### config.mk
export PLATFORM = sky130hd
export DESIGN_NAME = operand_shifter
export DESIGN_NICKNAME = d
export VERILOG_FILES = /design/src/rtl/simplearm_pkg.sv /design/src/rtl/shift_step.sv /design/src/rtl/operand_shifter.sv
export SDC_FILE = /design/constraint.sdc
export NUM_CORES = 1
export LEC_CHECK = 0
export ABC_AREA = 1
export BUFFER_PORTS_ARGS = -buffer_cell sky130_fd_sc_hd__buf_2
export CORE_MARGIN = 3
export CORE_UTILIZATION = 40
export CTS_CLUSTER_DIAMETER = 60
export DETAILED_ROUTE_END_ITERATION = 8
export GPL_ROUTABILITY_DRIVEN = 0
export HOLD_SLACK_MARGIN = 0.08
export PLACE_DENSITY = 0.74
export SLEW_MARGIN = 20
export SYNTH_ARGS = -nofsm -noshare
export SYNTH_HDL_FRONTEND = slang
export SYNTH_SLANG_ARGS = --single-unit
### constraint.sdc
create_clock -name clk -period 3.1 [get_ports clk]
set_input_delay 0.155 -clock clk [delete_from_list [all_inputs] [get_ports clk]]
set_output_delay 0.155 -clock clk [all_outputs]
set_load 0.02 [all_outputs]
### src/rtl/simplearm_pkg.sv
// rtl/simplearm_pkg.sv - shared shifter types, FSM states and constants
package simplearm_pkg;

  localparam int DATA_W = 32;
  localparam int CNT_W  = 6;

  // register-amount shifts never need more than 33 single-bit steps
  localparam int SHIFT_CLAMP = 33;

  typedef enum logic [1:0] {
    ST_LSL = 2'd0,
    ST_LSR = 2'd1,
    ST_ASR = 2'd2,
    ST_ROR = 2'd3
  } shift_type_e;

  typedef enum logic [1:0] {
    SRC_ROT_IMM   = 2'd0,
    SRC_IMM_SHIFT = 2'd1,
    SRC_REG_SHIFT = 2'd2,
    SRC_RESERVED  = 2'd3
  } src_sel_e;

  typedef enum logic [1:0] {
    IDLE  = 2'd0,
    SHIFT = 2'd1,
    DONE  = 2'd2
  } state_e;

  // per-step behaviour; RRX only arises from an immediate ROR #0
  typedef enum logic [2:0] {
    M_LSL = 3'd0,
    M_LSR = 3'd1,
    M_ASR = 3'd2,
    M_ROR = 3'd3,
    M_RRX = 3'd4
  } step_mode_e;

  function automatic step_mode_e base_mode(input shift_type_e st);
    case (st)
      ST_LSL:  return M_LSL;
      ST_LSR:  return M_LSR;
      ST_ASR:  return M_ASR;
      default: return M_ROR;
    endcase
  endfunction

endpackage

### src/rtl/shift_step.sv
// rtl/shift_step.sv - one single-bit shift/rotate step with carry
module shift_step
  import simplearm_pkg::*;
(
  input  logic [31:0] r,
  input  logic        c,
  input  step_mode_e  mode,
  output logic [31:0] r_next,
  output logic        c_next
);

  // apply exactly one bit of movement according to the latched mode
  always_comb begin
    r_next = r;
    c_next = c;
    case (mode)
      M_LSL: begin
        c_next = r[31];
        r_next = {r[30:0], 1'b0};
      end
      M_LSR: begin
        c_next = r[0];
        r_next = {1'b0, r[31:1]};
      end
      M_ASR: begin
        c_next = r[0];
        r_next = {r[31], r[31:1]};
      end
      M_ROR: begin
        c_next = r[0];
        r_next = {r[0], r[31:1]};
      end
      M_RRX: begin
        c_next = r[0];
        r_next = {c, r[31:1]};
      end
      default: begin
        r_next = r;
        c_next = c;
      end
    endcase
  end

endmodule

### src/rtl/operand_shifter.sv
// rtl/operand_shifter.sv - iterative ALU b-operand shifter with valid/ready handshake
module operand_shifter
  import simplearm_pkg::*;
(
  input  logic        clk,
  input  logic        reset,
  input  logic        flush,
  input  logic        in_valid,
  output logic        in_ready,
  input  logic [1:0]  src_sel,
  input  logic [1:0]  shift_type,
  input  logic [31:0] operand,
  input  logic [7:0]  amount,
  input  logic [7:0]  imm8,
  input  logic [3:0]  rot4,
  input  logic        c_in,
  output logic        out_valid,
  input  logic        out_ready,
  output logic [31:0] b_out,
  output logic        shc_out
);

  localparam logic [7:0]       CLAMP_AMT = 8'(SHIFT_CLAMP);
  localparam logic [CNT_W-1:0] CLAMP_K   = CNT_W'(SHIFT_CLAMP);

  state_e           state_q;
  logic [31:0]      r_q;
  logic             c_q;
  logic [CNT_W-1:0] k_q;
  step_mode_e       mode_q;
  logic             out_valid_q;

  logic [31:0]      lat_r;
  logic             lat_c;
  step_mode_e       lat_mode;
  logic [CNT_W-1:0] lat_k;
  logic [4:0]       amt5;
  shift_type_e      st;

  logic [31:0]      step_r;
  logic             step_c;

  assign amt5 = amount[4:0];
  assign st   = shift_type_e'(shift_type);

  // decode the request into working value, carry, step mode and step count
  always_comb begin
    lat_r    = operand;
    lat_c    = c_in;
    lat_mode = base_mode(st);
    lat_k    = '0;
    case (src_sel_e'(src_sel))
      SRC_ROT_IMM: begin
        lat_r    = {24'b0, imm8};
        lat_mode = M_ROR;
        lat_k    = {1'b0, rot4, 1'b0};
      end
      SRC_IMM_SHIFT: begin
        case (st)
          ST_LSL: lat_k = {1'b0, amt5};
          ST_LSR, ST_ASR: lat_k = (amt5 == 5'd0) ? CNT_W'(32) : {1'b0, amt5};
          default: begin
            if (amt5 == 5'd0) begin
              lat_mode = M_RRX;
              lat_k    = CNT_W'(1);
            end else begin
              lat_k = {1'b0, amt5};
            end
          end
        endcase
      end
      default: begin
        if (st == ST_ROR) begin
          lat_k = {1'b0, amt5};
          // a whole multiple of 32 leaves the value unchanged but exposes bit 31 as carry
          if (amount != 8'd0 && amt5 == 5'd0) begin
            lat_c = operand[31];
          end
        end else begin
          lat_k = (amount > CLAMP_AMT) ? CLAMP_K : amount[CNT_W-1:0];
        end
      end
    endcase
  end

  shift_step u_step (
    .r      (r_q),
    .c      (c_q),
    .mode   (mode_q),
    .r_next (step_r),
    .c_next (step_c)
  );

  // control FSM: accept, step once per cycle until the count is spent, hold result
  always_ff @(posedge clk or posedge reset) begin
    if (reset) begin
      state_q     <= IDLE;
      r_q         <= '0;
      c_q         <= 1'b0;
      k_q         <= '0;
      mode_q      <= M_LSL;
      out_valid_q <= 1'b0;
    end else if (flush) begin
      state_q     <= IDLE;
      out_valid_q <= 1'b0;
    end else begin
      case (state_q)
        IDLE: begin
          if (in_valid) begin
            r_q    <= lat_r;
            c_q    <= lat_c;
            mode_q <= lat_mode;
            k_q    <= lat_k;
            if (lat_k == '0) begin
              state_q     <= DONE;
              out_valid_q <= 1'b1;
            end else begin
              state_q <= SHIFT;
            end
          end
        end
        SHIFT: begin
          r_q <= step_r;
          c_q <= step_c;
          k_q <= k_q - CNT_W'(1);
          if (k_q == CNT_W'(1)) begin
            state_q     <= DONE;
            out_valid_q <= 1'b1;
          end
        end
        DONE: begin
          if (out_ready) begin
            state_q     <= IDLE;
            out_valid_q <= 1'b0;
          end
        end
        default: begin
          state_q     <= IDLE;
          out_valid_q <= 1'b0;
        end
      endcase
    end
  end

  assign in_ready  = (state_q == IDLE) && !flush;
  assign out_valid = out_valid_q;
  assign b_out     = r_q;
  assign shc_out   = c_q;

endmodule
=== Word-level counts from Yosys, hierarchy flattened ===
Cells that the tools add are included.

* Add/subtract/negate cells: 1
* $lt $le $gt $ge: 1
* Equality and inequality tests: 20
* Multiplexer cells: 34
* Bitwise operators: 1
* Reductions and logical operators: 22

{| class="wikitable"
|+ Operators with widths
! operator !! number
|-
| 32-bit one-hot mux with 5 select lines || 1
|-
| 32-bit two-way mux || 2
|-
| 32-bit one-hot mux with 2 select lines || 1
|-
| 6-bit one-hot mux with 2 select lines || 3
|-
| 6-bit two-way mux || 4
|-
| 3-bit inequality test (second input constant) || 4
|-
| 2-bit one-hot mux with 3 select lines || 2
|-
| 4-bit AND reduction || 3
|-
| 2-bit two-way mux || 5
|-
| 1-bit two-way mux || 9
|-
| 3-bit AND reduction || 3
|-
| 8-bit by 6-bit > comparator with 1-bit output (second input constant) || 1
|-
| 8-bit nonzero test || 1
|-
| 2-bit by 1-bit == test with 1-bit output (second input constant) || 3
|-
| 2-bit == test (second input constant) || 3
|-
| 3-bit by 2-bit == test with 1-bit output (second input constant) || 2
|-
| 6-bit by 1-bit == test with 1-bit output (second input constant) || 1
|-
| 2-bit zero test || 3
|-
| 6-bit zero test || 1
|-
| 3-bit two-way mux || 2
|-
| 6-bit by 1-bit inequality test with 1-bit output (second input constant) || 1
|-
| 3-bit one-hot mux with 2 select lines || 1
|-
| 6-bit by 1-bit subtractor with 6-bit output (second input constant) || 1
|-
| 5-bit zero test || 1
|-
| other kinds (17) || 21
|}

* Register bits: 45
* Input port bits: 62
* Output and inout port bits: 35
* Word-level logic and storage cells: 86

=== Depth between registers and ports, before layout ===
Gate-level depths: netlist (run 1).

* Depth in word-level cells: 9
* Depth in mapped cells: 14
* Depth with buffers taken out: 14

=== Cells and area by module ===
From an unflattened synthesis (run 1), not the netlist that was laid out.

* Cell total of the unflattened synthesis: 536
* Area, all modules: 3483.3 um^2

{| class="wikitable"
|+ Modules (own cells, without submodules)
! module !! times used !! cells an instance !! area an instance (um^2) !! seq. area each (um^2)
|-
| operand_shifter || 1 || 346 || 2616.3 || 1126.1
|-
| shift_step || 1 || 190 || 867.1 || 0.0
|}

=== Worst setup path before layout (run 1) ===
OpenSTA, ideal clock, no wires.

* Path type: register to register
* Start point: register state_q[1]
* End point: register r_q[10] (netlist: b_out[10])
* Setup time: 0.130 ns
* Arrival: 1.534 ns
* Required time: 2.970 ns
* Slack: 1.436 ns
* Cell stages (with the launch flop): 9
* Buffers on the path: 1
* Period minus slack after synthesis: 1.664 ns
* Path through: dfrtp_1 -> nor2_1 -> inv_1 -> nor2_1 -> nor3_4 -> inv_2 -> a31oi_4 -> buf_2 -> a31oi_1

* Longest elaborated chain between the ends: 3
* Elaborated cells between the ends (all ways): 7
* Classes of those cells: 3 x eq/ne; 1 x mux; 3 x reduce/logical

{| class="wikitable"
|+ Ends and longest elaborated chain
! element !! line !! source
|-
| start, declared || operand_shifter.sv:26 || <nowiki>state_e state_q;</nowiki>
|-
| start signal, assigned || operand_shifter.sv:97 || <nowiki>state_q <= IDLE;</nowiki>
|-
| start signal, assigned || operand_shifter.sv:104 || <nowiki>state_q <= IDLE;</nowiki>
|-
| start signal, assigned || operand_shifter.sv:115 || <nowiki>state_q <= DONE;</nowiki>
|-
| 2-bit by 1-bit == test with 1-bit output or 2-bit zero test (tied branches) || operand_shifter.sv:107 || <nowiki>case (state_q)</nowiki>
|-
| 6-bit by 1-bit inequality test with 1-bit output (no source line) (tied with other cells) || - ||
|-
| 4-bit AND reduction (no source line) || - ||
|-
| end signal, assigned || operand_shifter.sv:110 || <nowiki>r_q <= lat_r;</nowiki>
|-
| end signal, assigned || operand_shifter.sv:123 || <nowiki>r_q <= step_r;</nowiki>
|-
| end, declared || operand_shifter.sv:27 || <nowiki>logic [31:0] r_q;</nowiki>
|}

Parallel ways exist; a longest one is shown, timed or not.
A chain may end at the register's enable or synchronous reset.

=== Worst setup path in the final report (run 1) ===
* Start point: register state_q[1]
* End point: register r_q[29] (netlist: b_out[29])

The elaborated chain is that of the path after synthesis.

==> results.json, run 1 <==
{
  "hold_violations": 0,
  "clock-sinks": 45,
  "firstDrtPassIters": 5,
  "dp.cells": 598,
  "rsz0062_at_grt": "no",
  "timing.hold.worst.class": "primary input to asynchronous set/reset pin",
  "slew_violations": 0,
  "status": "finished clean",
  "cp_slowest_cell": "buf_4",
  "boundaryPins": 97,
  "yosys_register_bits": 45,
  "viasPerCell": 5.40,
  "slew_headroom": 0.321,
  "die_y_um": 92.0,
  "hpwl_mm": 5.80,
  "start_util": 0.424,
  "ir_drop_v": 0.000370,
  "antenna_found_initial": 0,
  "layout-drive-gt1-share": 0.222,
  "grt_pass1_vias": 2953,
  "die_w_um": 92.0,
  "synth_edf_count": 0,
  "grtUsageTotal": 0.191,
  "whs_ns": 0.0517,
  "setup_tns_ns": 0,
  "synth_area_leaders": "dfrtp_1 (38%), nor2_1 (15%), o21ai_0 (8.5%)",
  "postCtsHoldBufs": 0,
  "fin_worst_skew_ns": 0.00933,
  "drt-wirelength-per-cell_um": 13.5,
  "grt_pass1_wl_mm": 13.4,
  "synthArstFlopShare": 1.00,
  "arrival_ns": 2.38,
  "crit_top_cell": "nor2_1",
  "drv_cap": 0,
  "core_sq_mm": 0.00698,
  "path_clk_slew_ns": 0.09,
  "fin_crit_sh": 0.697,
  "syn_inst": 427,
  "drc": 0,
  "clock.fmax_mhz": 463,
  "syn_area_sq_mm": 0.00296,
  "power_density_mw_per_mm2": 961,
  "cts-buffers-inserted": 5,
  "stdcell_count": 606,
  "crit_chain": "nor2_1 > inv_1 > nor2_1 > nor3_4 > inv_2 > a31oi_4 > buf_4 > nor2_1 > a31oi_1",
  "rows": 30,
  "avgSynthCellArea_sq_um": 6.93,
  "yosysTopAreaCellShare": 0.381,
  "synth_top_area_cell": "dfrtp_1",
  "cts_buffer_depth": 2,
  "drt_iter0_markers": 188,
  "cts_setup_buffers": 0,
  "grt_max_degree": 65,
  "vias": 3272,
  "grt-ovfl-total": 0,
  "worst-endpoint-required_ns": 3.32,
  "port_buffers": 96,
  "cts_tree": "done",
  "worstSetupPathType": "register to register",
  "drt_wl_total_mm": 8.17,
  "end_kind": "register",
  "cts_resized": 0,
  "area_delta_synth_final_pct": 21.1,
  "worst_slew_pin_slew_ns": 1.02,
  "yosysSeqAreaShare": 0.381,
  "setup_viol_count_final": 0,
  "post-route-min-period_ns": 2.16,
  "drtAntennaViolNets": 0,
  "htreeDepth": 2,
  "synthFlopType": "dfrtp_1",
  "p_leak_nw": 1.70,
  "path_max_fanout": 64,
  "ys_types": 23,
  "synth_warnings": 0,
  "cp_top_family": "buffers and inverters",
  "final_net_count": 578,
  "die_area_sq_mm": 0.00847,
  "synth_nets": 496,
  "worstSetupStartpointType": "register",
  "slowest_delay_ns": 0.52,
  "n_antenna_cell": 0,
  "cts-root-buf": "clkbuf_8",
  "worstSkewPairLatency_ns": 0.30,
  "critPathBufInv": 3
}
==> worst paths after layout <==
| check | start | end | slack [ns] | cells after the start |
|---|---|---|---|---|
| min reg2reg | out_valid$_DFFE_PP0P_ | out_valid$_DFFE_PP0P_ | 0.47 | 2 |
| max in group asynchronous | reset | shc_out$_DFFE_PP0P_ | 2.43 | 2 |
| max reg2reg | state_q[1]$_DFFE_PP0P_ | b_out[29]$_DFFE_PP0P_ | 0.94 | 9 |
| min in group clk | operand[13] | b_out[13]$_DFFE_PP0P_ | 0.13 | 3 |
| min | reset | b_out[9]$_DFFE_PP0P_ | 0.05 | 2 |
| max | state_q[1]$_DFFE_PP0P_ | b_out[29]$_DFFE_PP0P_ | 0.94 | 9 |
==> synthesized netlist by cell type, types with 2 or more instances <==
| cell | number |
|---|---|
| nor2_1 | 117 |
| o21ai_0 | 50 |
| dfrtp_1 | 45 |
| nand2_1 | 45 |
| nand3_1 | 37 |
| a31oi_1 | 32 |
| inv_1 | 31 |
| clkbuf_1 | 18 |
| a21oi_1 | 15 |
| ha_1 | 7 |
| o211ai_1 | 5 |
| a22oi_1 | 4 |
| buf_2 | 4 |
| buf_6 | 3 |
| o22ai_1 | 3 |
| inv_2 | 2 |
| nand4_1 | 2 |
| o221ai_1 | 2 |
==> cell families (layout without fill, tap and decap cells) <==
family                   after synthesis  in the layout  share of synthesized area
adder cells (fa/ha/maj)                7              7                     0.0296
AO/OA/AOI/OAI                        113            113                      0.223
AND/OR/NAND/NOR                      202            202                      0.278
buffers and inverters                 58            141                     0.0829
XOR/XNOR                               2              2                    0.00592
flip-flops                            45             45                      0.381
==> registers in the layout (all words and copies together), names as in the netlist <==
register,flops
k_q,6
b_out,32
shc_out,1
mode_q,3
out_valid,1
state_q,2
==> routing by layer <==
| metal | part of all wire | global-route usage |
|---|---|---|
| met3 | 0.082 | 0.0312 |
| met2 | 0.46 | 0.308 |
| met1 | 0.44 | 0.266 |
| met5 | 0 | 0 |
| met4 | 0.012 | 0.0495 |
==> through the flow <==
stage               setup slack [ns]   util  power [W]  area [sq um]
global route                   0.733  0.513    0.00375          3580
finish                         0.939  0.513    0.00344          3580
floorplan                       1.44      -    0.00247          2960
global placement                1.09  0.497    0.00294          3470
detailed placement             0.983  0.497    0.00300          3470
CTS                            0.969  0.513    0.00345          3580
==> placed cells by master (no fill, tap or decap), drive strengths merged, types with 3 or more instances in the layout <==
cell	count
a21oi	15
a22oi	4
a31oi	33
buf	100
clkbuf	6
dfrtp	45
ha	7
inv	33
nand2	45
nand3	37
nor2	117
o211ai	5
o21ai	50
o22ai	3
==> cell type report <==
type / instances / area [sq um]
Timing Repair Buffer: 100 / 510
Tap cell: 96 / 120
Inverter: 33 / 124
Fill cell: 743 / 3400
Clock buffer: 6 / 72.6
Sequential cell: 45 / 1130
Clock inverter: 2 / 38.8
Multi-Input combinational cell: 324 / 1590
==> report_power, final <==
group | total, W | internal, W | switching, W
logic | 0.00186 | 0.000647 | 0.00121
clock network | 0.000448 | 0.000242 | 0.000206
registers | 0.00114 | 0.000875 | 0.000265
Note: power is estimated with default switching activity, not from simulation.
==> run 2, diff against run 1 <==
clock period = 2.13 ns   (was 3.1 ns; I/O delays follow)
==> run 2 against run 1 <==
  * Sequential share of layout area is 0.69 points lower
  * Combinational power increased by 48%
  * Die area unchanged
  * Via count down 0.67%
  * Sequential cell count stayed put
  * Critical path depth did not move
  * Register-to-register slack worse by 0.55 ns
  * Clock skew is 0.0035 ns lower
  * Final area is 2.2% higher
  * Global-route usage increased by 0.12 points
  * Clock-buffer cell count grew 1
  * Critical endpoint is now b_out[9]$_DFFE_PP0P_
==> results.json, run 2 (synthesis gave the netlist of run 1 again) <==
{
  "slew_headroom": 0.351,
  "boundaryPins": 97,
  "grt-ovfl-total": 0,
  "largest_reg_flops": 32,
  "setup_viol_count_final": 0,
  "area_delta_synth_final_pct": 23.8,
  "htreeDepth": 2,
  "end_kind": "register",
  "core_sq_mm": 0.00698,
  "antenna_found_initial": 0,
  "drt-wirelength-per-cell_um": 13.2,
  "rows": 30,
  "final_net_count": 587,
  "fin_worst_skew_ns": 0.00579,
  "worstSetupStartpointType": "register",
  "cts_buffer_depth": 2,
  "firstDrtPassIters": 5,
  "drt_iter0_markers": 205,
  "cts-buffers-inserted": 5,
  "cts_setup_buffers": 0,
  "grt_pass1_wl_mm": 13.6,
  "final_cell_mix": "nor2_1 (116), buf_2 (96), o21ai_0 (50), nand2_1 (45), dfrtp_1 (45)",
  "grtUsageTotal": 0.192,
  "port_buffers": 96,
  "grt_pass1_vias": 2974,
  "post-route-min-period_ns": 1.74,
  "worst_slew_pin_slew_ns": 0.973,
  "slew_violations": 0,
  "arrival_ns": 1.95,
  "die_y_um": 92.0,
  "grt_max_degree": 65,
  "start_util": 0.424,
  "layout_commonest_cell": "nor2_1",
  "status": "finished clean",
  "n_antenna_cell": 0,
  "worstSetupPathType": "register to register",
  "vias": 3250,
  "drtAntennaViolNets": 0,
  "ir_drop_v": 0.000668,
  "worst-endpoint-required_ns": 2.34,
  "viasPerCell": 5.28,
  "path_max_fanout": 64,
  "timing.hold.worst.class": "primary input to register",
  "p_leak_nw": 1.73,
  "setup_tns_ns": 0,
  "power_w": 0.00494,
  "hpwl_mm": 5.80,
  "die_w_um": 92.0,
  "cts_tree": "done",
  "cts-root-buf": "clkbuf_8",
  "whs_ns": 0.0815,
  "drv_cap": 0,
  "power_density_mw_per_mm2": 1350,
  "hold_violations": 0,
  "layout-drive-gt1-share": 0.224,
  "drt_wl_total_mm": 8.09,
  "clock-sinks": 45,
  "die_area_sq_mm": 0.00847,
  "path_clk_slew_ns": 0.09,
  "rsz0062_at_grt": "no",
  "drc": 0,
  "clock.fmax_mhz": 575,
  "worstSkewPairLatency_ns": 0.29,
  "fin_crit_sh": 0.816
}
run 2: changes by cell type in the layout (fill, tap and decap cells not counted):
cell | before | now
buf_4 | 4 | 6
dlygate4sd3_1 | 0 | 5
inv_2 | 3 | 2
clkinvlp_4 | 0 | 1
inv_4 | 0 | 1
buf_12 | 0 | 2
clkinv_4 | 1 | 0
bufinv_16 | 1 | 0
clkbuf_1 | 1 | 2
run 2: path summary, 6_finish.rpt:
check                                             from                     to  slack [ns]  depth (start not counted)
worst min-delay path                       operand[17]  b_out[17]$_DFFE_PP0P_        0.08                          3
worst max-delay path            state_q[1]$_DFFE_PP0P_   b_out[9]$_DFFE_PP0P_        0.39                          9
max in group asynchronous                        reset     k_q[2]$_DFFE_PP0P_        1.23                          4
min in group asynchronous                        reset   b_out[3]$_DFFE_PP0P_        0.39                          3
worst max register to register  state_q[1]$_DFFE_PP0P_   b_out[9]$_DFFE_PP0P_        0.39                          9
worst min register to register   out_valid$_DFFE_PP0P_  out_valid$_DFFE_PP0P_        0.48                          2
run 2: metal layers:
layer  wire (um)  global-route usage  vias up
met2        3760               0.308      127
met5           0                   0        -
li1            -                   -     1630
met1        3580               0.269     1484
met3         658              0.0304        9
met4          95              0.0507        0
run 2: power by group:
group          total, W  leakage (nW)  internal [W]  switching, W
Clock          0.000519        0.0385      0.000233      0.000287
Sequential      0.00166         0.518       0.00127      0.000383
Combinational   0.00276          1.18      0.000986       0.00178
Total           0.00494          1.73       0.00249       0.00245
run 2: metrics by stage:
step	setup WS (ns)	utilization	area (sq um)	std cells
floorplan	0.466	-	2960	427
global placement	0.347	0.505	3530	602
detailed placement	0.239	0.505	3530	602
CTS	0.225	0.524	3660	615
global route	0.202	0.525	3660	615
finish	0.392	0.525	3660	615
run 2: worst max-delay path, stage by stage (launching register included):
cell and delay [ns]:
dfrtp_1 0.47, nor2_1 0.09, inv_1 0.07, nor2_1 0.07, nor3_4 0.14, inv_2 0.10, a31oi_4 0.18, buf_12 0.27
nor2_1 0.07, a31oi_1 0.17
run 2: cell type report:
| class | instances | area (sq um) |
|---|---|---|
| clock buffer | 7 | 76.3 |
| clock inverter | 1 | 7.51 |
| fill | 712 | 3320 |
| inverter | 33 | 126 |
| multi-input combinational | 324 | 1590 |
| sequential | 45 | 1130 |
| tap | 96 | 120 |
| timing repair buffer | 109 | 616 |
run 2: timing repair:
item,CTS,global route
hold buffers,5,0
endpoints found under the setup margin,0,1
endpoints found under the hold margin,27,0
resized for setup,0,2
